[config.mk]
export PLATFORM = sky130hd
export DESIGN_NAME = wash_phase_timer
export DESIGN_NICKNAME = d
export VERILOG_FILES = /design/src/rtl/wash_seq_pkg.sv /design/src/rtl/wash_tick_counter.sv /design/src/rtl/wash_phase_timer.sv
export SDC_FILE = /design/constraint.sdc
export NUM_CORES = 1
export LEC_CHECK = 0
export BUFFER_PORTS_ARGS = -buffer_cell sky130_fd_sc_hd__buf_4
export CORE_MARGIN = 2
export CORE_UTILIZATION = 39
export DETAILED_ROUTE_END_ITERATION = 8
export PLACE_DENSITY_LB_ADDON = 0.05
export SYNTH_ARGS = -nofsm -noshare
export SYNTH_HDL_FRONTEND = slang
export SYNTH_SLANG_ARGS = --single-unit
[constraint.sdc]
create_clock -name clk -period 2.56 [get_ports clk]
set_input_delay 0.512 -clock clk [delete_from_list [all_inputs] [get_ports clk]]
set_output_delay 0.512 -clock clk [all_outputs]
set_load 0.03 [all_outputs]
[src/rtl/wash_seq_pkg.sv]
// Shared state codes and defaults for the wash phase timer and its tick counters.
package wash_seq_pkg;

  localparam int DEFAULT_CNT_W = 16;

  typedef enum logic [2:0] {
    ST_IDLE      = 3'd0,
    ST_WASH_ARM  = 3'd1,
    ST_WASH      = 3'd2,
    ST_RINSE_ARM = 3'd3,
    ST_RINSE     = 3'd4,
    ST_SPIN_ARM  = 3'd5,
    ST_SPIN      = 3'd6,
    ST_FAULT     = 3'd7
  } phase_e;

  // States in which the phase counter consumes motor ticks.
  function automatic logic is_count_state(input phase_e s);
    return (s == ST_WASH) || (s == ST_RINSE) || (s == ST_SPIN);
  endfunction

endpackage

[src/rtl/wash_tick_counter.sv]
// Loadable down-counter that stops at zero; expire flags the edge on which it reaches zero.
module wash_tick_counter
  import wash_seq_pkg::*;
#(
  parameter int CNT_W = DEFAULT_CNT_W
) (
  input  logic             clk,
  input  logic             reset,
  input  logic             load,
  input  logic [CNT_W-1:0] load_val,
  input  logic             en,
  output logic             zero,
  output logic             expire
);

  logic [CNT_W-1:0] count;

  always_ff @(posedge clk or posedge reset) begin
    if (reset) begin
      count <= '0;
    end else if (load) begin
      count <= load_val;
    end else if (en && (count != '0)) begin
      count <= count - CNT_W'(1);
    end
  end

  assign zero   = (count == '0);
  assign expire = en && !load && (count == CNT_W'(1));

endmodule

[src/rtl/wash_phase_timer.sv]
// Phase timer beside the washing-machine FSM: generates cycle/spin timeouts from programmed
// tick counts. Define WASH_PHASE_WATCHDOG_EN to build the stuck-drain watchdog (FAULT state).
module wash_phase_timer
  import wash_seq_pkg::*;
#(
  parameter int CNT_W       = DEFAULT_CNT_W,
  parameter int DRAIN_LIMIT = 200
) (
  input  logic             clk,
  input  logic             reset,
  input  logic             prog_valid,
  output logic             prog_ready,
  input  logic [CNT_W-1:0] prog_wash_ticks,
  input  logic [CNT_W-1:0] prog_rinse_ticks,
  input  logic [CNT_W-1:0] prog_spin_ticks,
  input  logic             soap_wash,
  input  logic             water_wash,
  input  logic             motor_on,
  input  logic             drain_value_on,
  input  logic             done,
  output logic             cycle_timeout,
  output logic             spin_timeout,
  output logic             busy,
  output logic [2:0]       phase,
  output logic             fault
);

  phase_e           state;
  logic [CNT_W-1:0] wash_ticks;
  logic [CNT_W-1:0] rinse_ticks;
  logic [CNT_W-1:0] spin_ticks;
  logic             cnt_load;
  logic [CNT_W-1:0] cnt_load_val;
  logic             cnt_en;
  logic             cnt_zero;
  logic             cnt_expire;
  logic             watch_trip;

  function automatic logic [CNT_W-1:0] clamp_ticks(input logic [CNT_W-1:0] v);
    return (v == '0) ? CNT_W'(1) : v;
  endfunction

  // The arm states load the counter on the same edge that enters the counting state.
  always_comb begin
    cnt_load     = 1'b0;
    cnt_load_val = '0;
    case (state)
      ST_WASH_ARM: begin
        cnt_load     = soap_wash;
        cnt_load_val = wash_ticks;
      end
      ST_RINSE_ARM: begin
        cnt_load     = water_wash;
        cnt_load_val = rinse_ticks;
      end
      ST_SPIN_ARM: begin
        cnt_load     = motor_on && drain_value_on;
        cnt_load_val = spin_ticks;
      end
      default: ;
    endcase
  end

  assign cnt_en = is_count_state(state) && motor_on && !cnt_zero;

  wash_tick_counter #(.CNT_W(CNT_W)) u_phase_cnt (
    .clk      (clk),
    .reset    (reset),
    .load     (cnt_load),
    .load_val (cnt_load_val),
    .en       (cnt_en),
    .zero     (cnt_zero),
    .expire   (cnt_expire)
  );

`ifdef WASH_PHASE_WATCHDOG_EN
  logic watch_cond;
  logic watch_zero;

  // Counter is reloaded whenever the drain-without-motor streak breaks.
  assign watch_cond = (state != ST_IDLE) && (state != ST_SPIN) && (state != ST_FAULT)
                      && drain_value_on && !motor_on;

  wash_tick_counter #(.CNT_W(CNT_W)) u_watch_cnt (
    .clk      (clk),
    .reset    (reset),
    .load     (!watch_cond),
    .load_val (CNT_W'(DRAIN_LIMIT)),
    .en       (watch_cond && !watch_zero),
    .zero     (watch_zero),
    .expire   (watch_trip)
  );

  assign fault = (state == ST_FAULT);
`else
  localparam int unused_drain_limit = DRAIN_LIMIT;
  assign watch_trip = 1'b0;
  assign fault      = 1'b0;
`endif

  always_ff @(posedge clk or posedge reset) begin
    if (reset) begin
      state         <= ST_IDLE;
      wash_ticks    <= CNT_W'(1);
      rinse_ticks   <= CNT_W'(1);
      spin_ticks    <= CNT_W'(1);
      cycle_timeout <= 1'b0;
      spin_timeout  <= 1'b0;
    end else if (watch_trip) begin
      state         <= ST_FAULT;
      cycle_timeout <= 1'b0;
      spin_timeout  <= 1'b0;
    end else begin
      case (state)
        ST_IDLE: begin
          if (prog_valid && prog_ready) begin
            wash_ticks  <= clamp_ticks(prog_wash_ticks);
            rinse_ticks <= clamp_ticks(prog_rinse_ticks);
            spin_ticks  <= clamp_ticks(prog_spin_ticks);
            state       <= ST_WASH_ARM;
          end
        end
        ST_WASH_ARM: begin
          if (soap_wash) state <= ST_WASH;
        end
        ST_WASH: begin
          if (!soap_wash) begin
            cycle_timeout <= 1'b0;
            state         <= ST_RINSE_ARM;
          end else if (cnt_expire) begin
            cycle_timeout <= 1'b1;
          end
        end
        ST_RINSE_ARM: begin
          if (water_wash) state <= ST_RINSE;
        end
        ST_RINSE: begin
          if (!water_wash) begin
            cycle_timeout <= 1'b0;
            state         <= ST_SPIN_ARM;
          end else if (cnt_expire) begin
            cycle_timeout <= 1'b1;
          end
        end
        ST_SPIN_ARM: begin
          if (motor_on && drain_value_on) state <= ST_SPIN;
        end
        ST_SPIN: begin
          if (done) begin
            spin_timeout <= 1'b0;
            state        <= ST_IDLE;
          end else if (cnt_expire) begin
            spin_timeout <= 1'b1;
          end
        end
        ST_FAULT: begin
          cycle_timeout <= 1'b0;
          spin_timeout  <= 1'b0;
        end
      endcase
    end
  end

  assign prog_ready = (state == ST_IDLE);
  assign busy       = (state != ST_IDLE);
  assign phase      = state;

endmodule

Yosys cells after proc, flatten, opt, wreduce, memory -nomap -nowiden --
Cells that the tools add are included. W data, S select, Z words.
Cells by class: add/sub/neg operators 1, equal/unequal tests 16, multiplexer cells 22, reduce and logical (&&, ||, !) cells 25
Operator list (count):
- $mux W16 | 5
- $logic_not A16 Y1 | 4
- $pmux W16 S3 | 1
- $mux W3 | 7
- $pmux W3 S7 | 1
- $eq A16 B1 Y1 const B | 1
- $reduce_bool A16 Y1 | 1
- $sub A16 B1 Y16 const B | 1
- $eq A3 B3 Y1 const B | 4
- $ne A2 B2 Y1 const B | 6
- $reduce_and A8 Y1 | 1
- $logic_and A1 B1 Y1 | 7
- $reduce_bool A7 Y1 | 1
- $eq A3 B2 Y1 const B | 2
- $pmux W1 S3 | 2
- $reduce_bool A3 Y1 | 2
- $mux W1 | 5
- $reduce_and A2 Y1 | 2
- $reduce_bool A2 Y1 | 2
- $eq A3 B1 Y1 const B | 1
- $logic_not A3 Y1 | 1
- $ne A3 B3 Y1 const B | 1
- $logic_not A1 Y1 | 2
- $logic_or A1 B1 Y1 | 2
- 2 further kinds | 2
Word-level totals: flip-flop bits (word level) 69, input port bits 56, output and inout port bits 8

Longest topological paths before layout --
Gate-level depths: netlist of the first run.
depth in word-level cells 10, depth in mapped cells 7, mapped depth without buffers 7

Cells and area by module --
From an unflattened synthesis of the first run, not the netlist that was laid out.
Second synthesis, totals: cell total of the unflattened synthesis 369, area, all modules 3887.5 µm²
Modules (own cells, without submodules):
- wash_phase_timer | instances 1, cells an instance 245, area an instance 2795.2 µm², seq. area each 1330.0 µm²
- wash_tick_counter | instances 1, cells an instance 124, area an instance 1092.3 µm², seq. area each 400.4 µm²

Worst setup path after synthesis of the first run --
Ideal clock, no wire load.
path kind register -> register, from register state[1], in the netlist phase[1], to register rinse_ticks[10], library setup time 125 ps, data arrival time 2296 ps, required time 2435 ps, setup slack 140 ps, stages on the path, launching flop included 6, clock period less this slack 2420 ps, cell sequence dfrtp_1 nor3_1 and2_1 clkbuf_1 buf_2 mux2_2
On the way: longest elaborated chain between the ends 3
Ends and longest elaborated chain:
- start: declaration | line wash_phase_timer.sv:28 | phase_e state;
- start signal: assignment | line wash_phase_timer.sv:103 | state <= ST_IDLE;
- start signal: assignment | line wash_phase_timer.sv:110 | state <= ST_FAULT;
- start signal: assignment | line wash_phase_timer.sv:120 | state <= ST_WASH_ARM;
- $logic_not A3 Y1 * | line wash_phase_timer.sv:164 | assign prog_ready = (state == ST_IDLE);
- net prog_ready | line wash_phase_timer.sv:12 | output logic prog_ready,
- $logic_and A1 B1 Y1 | line wash_phase_timer.sv:116 | if (prog_valid && prog_ready) begin
- $reduce_and A2 Y1 (no source line) *
- end signal: assignment | line wash_phase_timer.sv:118 | rinse_ticks <= clamp_ticks(prog_rinse_ticks);
- end: declaration | line wash_phase_timer.sv:30 | logic [CNT_W-1:0] rinse_ticks;
Mark *: on every way through the listed nets, which the timed path passes. The rest lies on a longest branch. A chain may end at the register's enable or synchronous reset.

Final worst setup path of the first run --
from register state[1], in the netlist phase[1], to register u_phase_cnt.count[11]
On the way: longest elaborated chain between the ends 7
Ends and longest elaborated chain:
- $eq A3 B2 Y1 / $eq A3 B3 Y1 (equally long branches) | line wash_seq_pkg.sv:19 | return (s == ST_WASH) || (s == ST_RINSE) || (s == ST_SPIN);
- $logic_or A1 B1 Y1 (2 in a row) | line wash_seq_pkg.sv:19
- $logic_and A1 B1 Y1 (2 in a row) | line wash_phase_timer.sv:64 | assign cnt_en = is_count_state(state) && motor_on && !cnt_zero;
- $logic_and A1 B1 Y1 | line wash_tick_counter.sv:23 | end else if (en && (count != '0)) begin
- $reduce_bool A2 Y1 (no source line)
- end signal: assignment | line wash_tick_counter.sv:22 | count <= load_val;
- end signal: assignment | line wash_tick_counter.sv:24 | count <= count - CNT_W'(1);
- end: declaration | line wash_tick_counter.sv:16 | logic [CNT_W-1:0] count;
Parallel ways exist; a longest one is shown, timed or not.

==> impl_table.tex, run 1 <==
\begin{tabular}{lr}
\hline
Metric & Value \\
\hline
\multicolumn{2}{l}{\textbf{Outcome}} \\
Status & finished clean \\
\multicolumn{2}{l}{\textbf{Synth}} \\
Mean instance size in the synthesized netlist & 10.7 um2 \\
Fraction of the mapped netlist area in compound gates & 0.129 \\
Area share of fa/ha/maj cells after synthesis & 0.0103 \\
Async S/R FF share, synth & 1.00 \\
Biggest area contributors in the synthesized netlist & dfrtp\_1 (45\%), mux2\_2 (15\%), mux2i\_1 (4.4\%) \\
Total nets after synthesis & 400 \\
Post-synthesis instance area & 3640 um2 \\
Yosys warns & 0 \\
XOR/XNOR share of the synthesized area & 0.00721 \\
Gate count of the mapped netlist & 341 \\
Proportion of synthesized area in mux cells & 0.189 \\
Count of flip-flops with a built-in enable after synthesis & 0 \\
Dominant combinational cell family by area after synthesis & multiplexers \\
Number of synthesized register bits & 69 \\
Post-synthesis share of cell area spent on and, or, nand and nor gates & 0.154 \\
Top flip-flop cell by instance count after synthesis & dfrtp\_1 \\
Cell type with the highest aggregate area in the netlist & dfrtp\_1 \\
Share of the yosys chip area belonging to registers & 0.475 \\
Number of distinct library cell variants in the gate-level netlist after synthesis & 55 \\
Proportion of netlist area held by the largest area contributor & 0.453 \\
\multicolumn{2}{l}{\textbf{Worst setup path}} \\
Endpoint arrival time on the critical path & 2.38 ns \\
Critical path required time & 2.80 ns \\
Peak per-stage delay on the critical path & 0.56 ns \\
Setup crit start kind & register \\
Critical-path top delay cell & dfrtp\_1 \\
Critical path start-end classification & register to register \\
Critical path buffers and inverters & 0 \\
Family of cells with the greatest summed delay on the critical path & simple AND/OR/NAND/NOR gates \\
Critical Path End Type & register \\
Critical Path Fanout Max & 12 \\
Critical path, cell by cell & nor2\_1, or3b\_1, nor3\_4, a211oi\_1, a311o\_1 \\
\multicolumn{2}{l}{\textbf{Timing}} \\
Fin crit period & 2.14 ns \\
Worst-case headroom to the max-slew limit & 0.544 \\
Clock Skew & 0.0119 ns \\
Fmax & 0.468 GHz \\
Worst Setup Slack, final & 0.422 ns \\
RSZ-0062 raised after global routing & false \\
Slew @ Worst Pin & 0.677 ns \\
Final-report hold violation count & 0 \\
Ratio of final minimum period to clock period & 0.835 \\
Total negative slack for setup checks & 0 ns \\
\# setup viols final & 0 \\
Max-slew violation count & 0 \\
\multicolumn{2}{l}{\textbf{Power and ir drop}} \\
Net switching component of the power & 2050 uW \\
Clock group share of total power & 0.160 \\
Part of the total power dissipated in sequential elements & 0.392 \\
Power Dens Cells & 1150 nW/um2 \\
Part of the power in combinational logic & 0.448 \\
Worst ir drop on vdd & 545 uV \\
Static leakage power & 0.00190 uW \\
Power Internal & 3070 uW \\
Switching share of power & 0.400 \\
\multicolumn{2}{l}{\textbf{Placement}} \\
Placement-stage cell area & 4260 um2 \\
Setup slack after placement & 0.439 ns \\
Sum of net half-perimeters after detailed placement & 6630 um \\
Final Wtd Congestion & 0.774 \\
Placed Cells & 505 \\
\# port buffers & 62 \\
\multicolumn{2}{l}{\textbf{Floorplan}} \\
Core area & 9150 um2 \\
DIE WIDTH & 101 um \\
Overall die area & 10,100 um2 \\
Effective utilization at floorplan & 0.398 \\
Vertical die dimension & 101 um \\
Boundary pin count & 64 \\
Row count & 35 \\
\multicolumn{2}{l}{\textbf{Routing}} \\
Residual DRC & 0 \\
Number of nets still failing antenna checks after routing & 0 \\
Pre-Repair DR Iteration Count & 4 \\
Iteration-0 DRC Markers & 143 \\
Vias & 2,851 \\
Routed WL per cell & 17.3 um \\
Routed Wire Length & 9020 um \\
Via density per instance & 5.47 \\
\multicolumn{2}{l}{\textbf{Clock network}} \\
Worst-Skew Late Latency & 0.36 ns \\
Clock Path Buffers & 2 \\
Clock transition at the registers of the reported paths & 0.08 ns \\
Clock tree from TritonCTS & built \\
Setup Buffers After CTS & 0 \\
Root buffer cell & clkbuf\_8 \\
Clock buffer count from CTS & 9 \\
Number of levels in the clock H-tree & 3 \\
Clock tree sinks & 69 \\
CTS Hold Buffers Added & 0 \\
Number of resized instances in the post-cts repair step & 0 \\
\multicolumn{2}{l}{\textbf{Layout}} \\
Area taken by flip-flops and latches & 1730 um2 \\
Diode count & 0 \\
Area growth, synth to finish & 21.9\% \\
Share of layout cells above drive strength 1 & 0.363 \\
Multi-input logic area & 1790 um2 \\
Layout net count & 464 \\
Final cell count without fillers & 521 \\
Final Cell Area & 4440 um2 \\
Layout filler cell count & 881 \\
\multicolumn{2}{l}{\textbf{GRT}} \\
All-layer global routing usage & 0.190 \\
Number of global-route vias before repair & 2,844 \\
Global route overflow & 0 \\
Largest net degree at the start of global routing & 53 \\
Wire length of the first global-routing pass & 14,800 um \\
Number of antenna violations at the first check in global routing & 0 \\
\multicolumn{2}{l}{\textbf{Run}} \\
Number of maximum-capacitance constraint violations & 0 \\
\multicolumn{2}{l}{\textbf{Worst hold path}} \\
Min-delay worst type & primary input to asynchronous set/reset pin \\
\hline
\end{tabular}
[synth_stat cells (all sizes together), types with 2 or more instances]
cell type   n
nor3       13
a311oi      4
a21oi      21
a31oi       2
nor4       13
ha          3
nand3       6
xnor2       2
nor2b       2
a211oi      7
clkbuf      7
nand2      25
o21ai      21
a41oi       3
buf        13
nor2       24
dfrtp      66
inv         8
and4        2
mux2i      16
o311ai      2
and3        2
dfstp       3
mux2       47
nand2b      2
and2        3
nor3b       3
o221ai      2
[kinds of logic (layout without fill, tap and decap cells)]
family,after synthesis,count (layout)
buffers and inverters,28,97
muxes,63,63
xor gates and xnor gates,3,3
and+or+nand+nor,102,102
other,1,1
adders and majority gates,3,3
DFF,69,69
AOI/OAI and AO/OA,72,72
[sequential cells by signal (all words and copies together), names as in the netlist]
signal             flops
cycle_timeout          1
phase                  3
spin_ticks            16
u_phase_cnt.count     16
wash_ticks            16
spin_timeout           1
rinse_ticks           16
[stage by stage]
| stage | total power, uW | hold slack, ns | util |
|---|---|---|---|
| finish | 5120 | 0.149 | 0.485 |
| global route | 5510 | 0.164 | 0.485 |
| CTS | 5160 | 0.153 | 0.485 |
| detailed placement | 4320 | 0.493 | 0.466 |
| global placement | 4290 | 0.489 | 0.466 |
| floorplan | 3630 | 0.480 | - |
[worst paths after layout]
kind,startpoint,endpoint,slack (ns),cells after the start
hold reg to reg,spin_ticks[12],spin_ticks[12],0.51,1
setup / recovery,phase[1],u_phase_cnt.count[11],0.42,5
max in group asynchronous,reset,spin_ticks[0],1.74,3
min in group clk,prog_rinse_ticks[15],rinse_ticks[15],0.39,2
hold / removal,reset,spin_timeout,0.15,2
setup reg to reg,phase[1],u_phase_cnt.count[11],0.42,5
[layer usage]
layer / GRT usage / vias up / wire [um]
li1: - / 1387 / -
met1: 0.275 / 1400 / 4460
met2: 0.276 / 52 / 4070
met3: 0.0458 / 12 / 290
met4: 0.0695 / 0 / 196
met5: 0 / - / 0
[layout make-up]
class	instances	area share
Clock inverter	6	0.0110
Multi-Input combinational cell	244	0.403
Clock buffer	10	0.0287
Tap cell	111	0.0313
Sequential cell	69	0.390
Timing Repair Buffer	73	0.129
Inverter	8	0.00676
[power groups by stage]
stage / logic (uW) / registers [uW] / clock network (uW)
floorplan: 1660 / 1970 / 0
global placement: 2290 / 2010 / 0
detailed placement: 2290 / 2030 / 0
CTS: 2300 / 2000 / 851
global route: 2550 / 2080 / 886
finish: 2290 / 2000 / 818
[layout by cell type (no fill, tap or decap), types with 3 or more instances in the layout]
master / n
mux2i_1: 16
clkinvlp_4: 3
dfrtp_1: 66
a211oi_1: 7
buf_4: 71
dfstp_2: 3
a41oi_1: 3
mux2_2: 47
o21ai_0: 19
a21oi_1: 21
nand2_1: 25
nor4_1: 11
nand3_1: 6
inv_1: 7
nor2_1: 23
ha_1: 3
nor3b_1: 3
clkbuf_8: 9
a311oi_1: 4
nor3_1: 11
Power figures use the tool's default switching activity.
==> run 2: changes to the inputs <==
clock period = 1.7 ns   (was 2.56 ns; I/O delays follow)
==> run 2 against run 1 <==
Net effect: the flow now finishes with violations (setup timing); hold slack worse by 0.080 ns; worst setup slack worse by 0.53 ns; design area grew 23%; fmax rose by 18%; critical endpoint is now u_phase_cnt.count[15]; clock skew is 0.0024 ns lower; critical path type unchanged; sequential power increased by 52%; die area stayed put; count of clock-buffer cells in the layout is 1 lower.
==> impl_table.tex, run 2 (same netlist as run 1, synthesis figures left out) <==
\begin{tabular}{lr}
\hline
Metric & Value \\
\hline
\multicolumn{2}{l}{\textbf{Timing}} \\
Final-report hold violation count & 0 (unchanged) \\
Fmax & 0.553 GHz (was 0.468 GHz) \\
Worst-case headroom to the max-slew limit & 0.652 (was 0.544) \\
Worst Setup Slack, final & -0.108 ns (was 0.422 ns) \\
Clock Skew & 0.00949 ns (was 0.0119 ns) \\
RSZ-0062 raised after global routing & true (was false) \\
Slew @ Worst Pin & 0.517 ns (was 0.677 ns) \\
Total negative slack for setup checks & -2.82 ns (was 0 ns) \\
Ratio of final minimum period to clock period & 1.06 (was 0.835) \\
Fin crit period & 1.81 ns (was 2.14 ns) \\
\# setup viols final & 58 (was 0) \\
Max-slew violation count & 0 (unchanged) \\
\multicolumn{2}{l}{\textbf{Layout}} \\
Area growth, synth to finish & 50.4\% (was 21.9\%) \\
Diode count & 0 (unchanged) \\
Final cell count without fillers & 579 (was 521) \\
Commonest non-fill, non-tap cells in the layout & buf\_4 (103), dfrtp\_1 (63), mux2\_4 (45), nand2\_1 (23), a21oi\_1 (19) (was buf\_4 (71), dfrtp\_1 (66), mux2\_2 (47), nand2\_1 (25), nor2\_1 (23)) \\
Layout net count & 522 (was 464) \\
Most common cell after layout, fill and taps aside & buf\_4 (unchanged) \\
Final Cell Area & 5480 um2 (was 4440 um2) \\
Post-layout utilization of the core & 0.599 (was 0.485) \\
Share of layout cells above drive strength 1 & 0.515 (was 0.363) \\
\multicolumn{2}{l}{\textbf{Worst setup path}} \\
Critical Path End Type & register (unchanged) \\
Critical Path Fanout Max & 3 (was 12) \\
Reg-to-reg setup timing slack & -0.11 ns (was 0.42 ns) \\
Critical path start-end classification & register to register (unchanged) \\
Worst-case reg-to-reg path depth & 8 (was 5) \\
Worst flop-to-flop path startpoint & u\_phase\_cnt.count[11] (was phase[1]) \\
Terminus of the critical flop-to-flop path & u\_phase\_cnt.count[15] (was u\_phase\_cnt.count[11]) \\
Setup crit start kind & register (unchanged) \\
Endpoint arrival time on the critical path & 2.04 ns (was 2.38 ns) \\
Critical path required time & 1.93 ns (was 2.80 ns) \\
\multicolumn{2}{l}{\textbf{Routing}} \\
Number of nets still failing antenna checks after routing & 0 (unchanged) \\
Routed Wire Length & 11,000 um (was 9020 um) \\
Residual DRC & 0 (unchanged) \\
Pre-Repair DR Iteration Count & 4 (unchanged) \\
Routed WL per cell & 18.9 um (was 17.3 um) \\
Iteration-0 DRC Markers & 103 (was 143) \\
Vias & 3,146 (was 2,851) \\
Via density per instance & 5.43 (was 5.47) \\
\multicolumn{2}{l}{\textbf{Run}} \\
Number of maximum-capacitance constraint violations & 0 (unchanged) \\
\multicolumn{2}{l}{\textbf{Placement}} \\
Sum of net half-perimeters after detailed placement & 7020 um (was 6630 um) \\
Placement-stage cell area & 4670 um2 (was 4260 um2) \\
Final Wtd Congestion & 0.851 (was 0.774) \\
\# port buffers & 62 (unchanged) \\
Placed Cells & 542 (was 505) \\
\multicolumn{2}{l}{\textbf{Clock network}} \\
Clock tree sinks & 69 (unchanged) \\
Root buffer cell & clkbuf\_8 (unchanged) \\
Clock transition at the registers of the reported paths & 0.09 ns (was 0.08 ns) \\
Worst-Skew Late Latency & 0.35 ns (was 0.36 ns) \\
Number of levels in the clock H-tree & 3 (unchanged) \\
Clock tree from TritonCTS & built (unchanged) \\
Clock buffer count from CTS & 9 (unchanged) \\
Clock Path Buffers & 2 (unchanged) \\
\multicolumn{2}{l}{\textbf{Power and ir drop}} \\
Clock group share of total power & 0.147 (was 0.160) \\
Worst ir drop on vdd & 762 uV (was 545 uV) \\
Switching share of power & 0.380 (was 0.400) \\
Power Internal & 6090 uW (was 3070 uW) \\
Part of the total power dissipated in sequential elements & 0.310 (was 0.392) \\
Static leakage power & 0.00243 uW (was 0.00190 uW) \\
Part of the power in combinational logic & 0.543 (was 0.448) \\
Net switching component of the power & 3730 uW (was 2050 uW) \\
Power Dens Cells & 1790 nW/um2 (was 1150 nW/um2) \\
\multicolumn{2}{l}{\textbf{GRT}} \\
Number of antenna violations at the first check in global routing & 0 (unchanged) \\
Number of global-route vias before repair & 3,165 (was 2,844) \\
Wire length of the first global-routing pass & 16,600 um (was 14,800 um) \\
Global route overflow & 0 (unchanged) \\
All-layer global routing usage & 0.214 (was 0.190) \\
Largest net degree at the start of global routing & 70 (was 53) \\
\multicolumn{2}{l}{\textbf{Floorplan}} \\
Boundary pin count & 64 (unchanged) \\
Core area & 9150 um2 (unchanged) \\
Row count & 35 (unchanged) \\
Effective utilization at floorplan & 0.398 (unchanged) \\
Overall die area & 10,100 um2 (unchanged) \\
Vertical die dimension & 101 um (unchanged) \\
DIE WIDTH & 101 um (unchanged) \\
\multicolumn{2}{l}{\textbf{Outcome}} \\
Violated checks & setup timing \\
Status & complete, but fails checks (was finished clean) \\
\multicolumn{2}{l}{\textbf{Worst hold path}} \\
Min-delay worst type & primary input to asynchronous set/reset pin (unchanged) \\
\hline
\end{tabular}
run 2: cell count changes in the layout (fill, tap and decap cells not counted), sizes merged:
cell,change
buf,+53
clkbuf,+3
clkinv,+2
and2,+1
bufinv,+1
clkinvlp,-1
inv,-1
run 2: how the worst max path moves through the flow:
stage,end,slack [ns],startpoint
global placement,u_phase_cnt.count[15],-0.1,u_phase_cnt.count[5]
CTS,u_phase_cnt.count[13],-0.06,u_phase_cnt.count[8]
floorplan,rinse_ticks[1],-0.17,phase[2]
global route,u_phase_cnt.count[15],-0.18,u_phase_cnt.count[5]
finish,u_phase_cnt.count[15],-0.11,u_phase_cnt.count[11]
detailed placement,u_phase_cnt.count[15],-0.11,u_phase_cnt.count[5]
run 2: worst max-delay path, cell delays in order (launching register included):
cell and delay, ns:
dfrtp_1 0.41, buf_4 0.14, nor3_1 0.35, nand3_1 0.19, buf_6 0.16, nor2_4 0.11, buf_4 0.11, and3_1 0.17
a211oi_2 0.05
run 2: layout make-up:
cell class | count | area, um2
fillers | 765 | 3670
multi-input cells | 245 | 2150
repair buffers | 130 | 1210
clock inverters | 7 | 83.8
well taps | 111 | 139
inverters | 8 | 33.8
flip-flops and latches | 69 | 1730
clock buffers | 9 | 124
run 2: repair_timing:
item | CTS | global route
setup endpoints to repair | 62 | 62
pin swaps | 19 | 18
resized for setup | 39 | 53
cloned | 1 | 6
hold buffers | 0 | 0
buffers inserted | 10 | 4
run 2: layer usage:
layer / up-vias / part of all wire / global-route usage
met5: - / 0 / 0
met4: 0 / 0.0099 / 0.0664
met3: 8 / 0.036 / 0.0257
met2: 83 / 0.47 / 0.351
met1: 1554 / 0.48 / 0.298
li1: 1501 / - / -
run 2: through the flow:
step                total power [uW]  setup WS, ns  hold slack (ns)
floorplan                       5650        -0.172            0.480
global placement                7230       -0.0952            0.478
detailed placement              7300        -0.113            0.476
CTS                             9220       -0.0640           0.0852
global route                   10500        -0.179           0.0964
finish                          9820        -0.108           0.0691
run 2: power by group through the flow:
| stage | Sequential [uW] | Clock (uW) | Combinational (uW) |
|---|---|---|---|
| 2_1_floorplan | 3000 | 0 | 2640 |
| 3_3_place_gp | 2990 | 0 | 4230 |
| 3_5_place_dp | 3020 | 0 | 4280 |
| 4_1_cts | 3000 | 1460 | 4760 |
| 5_1_grt | 3140 | 1530 | 5780 |
| 6_report | 3040 | 1440 | 5330 |
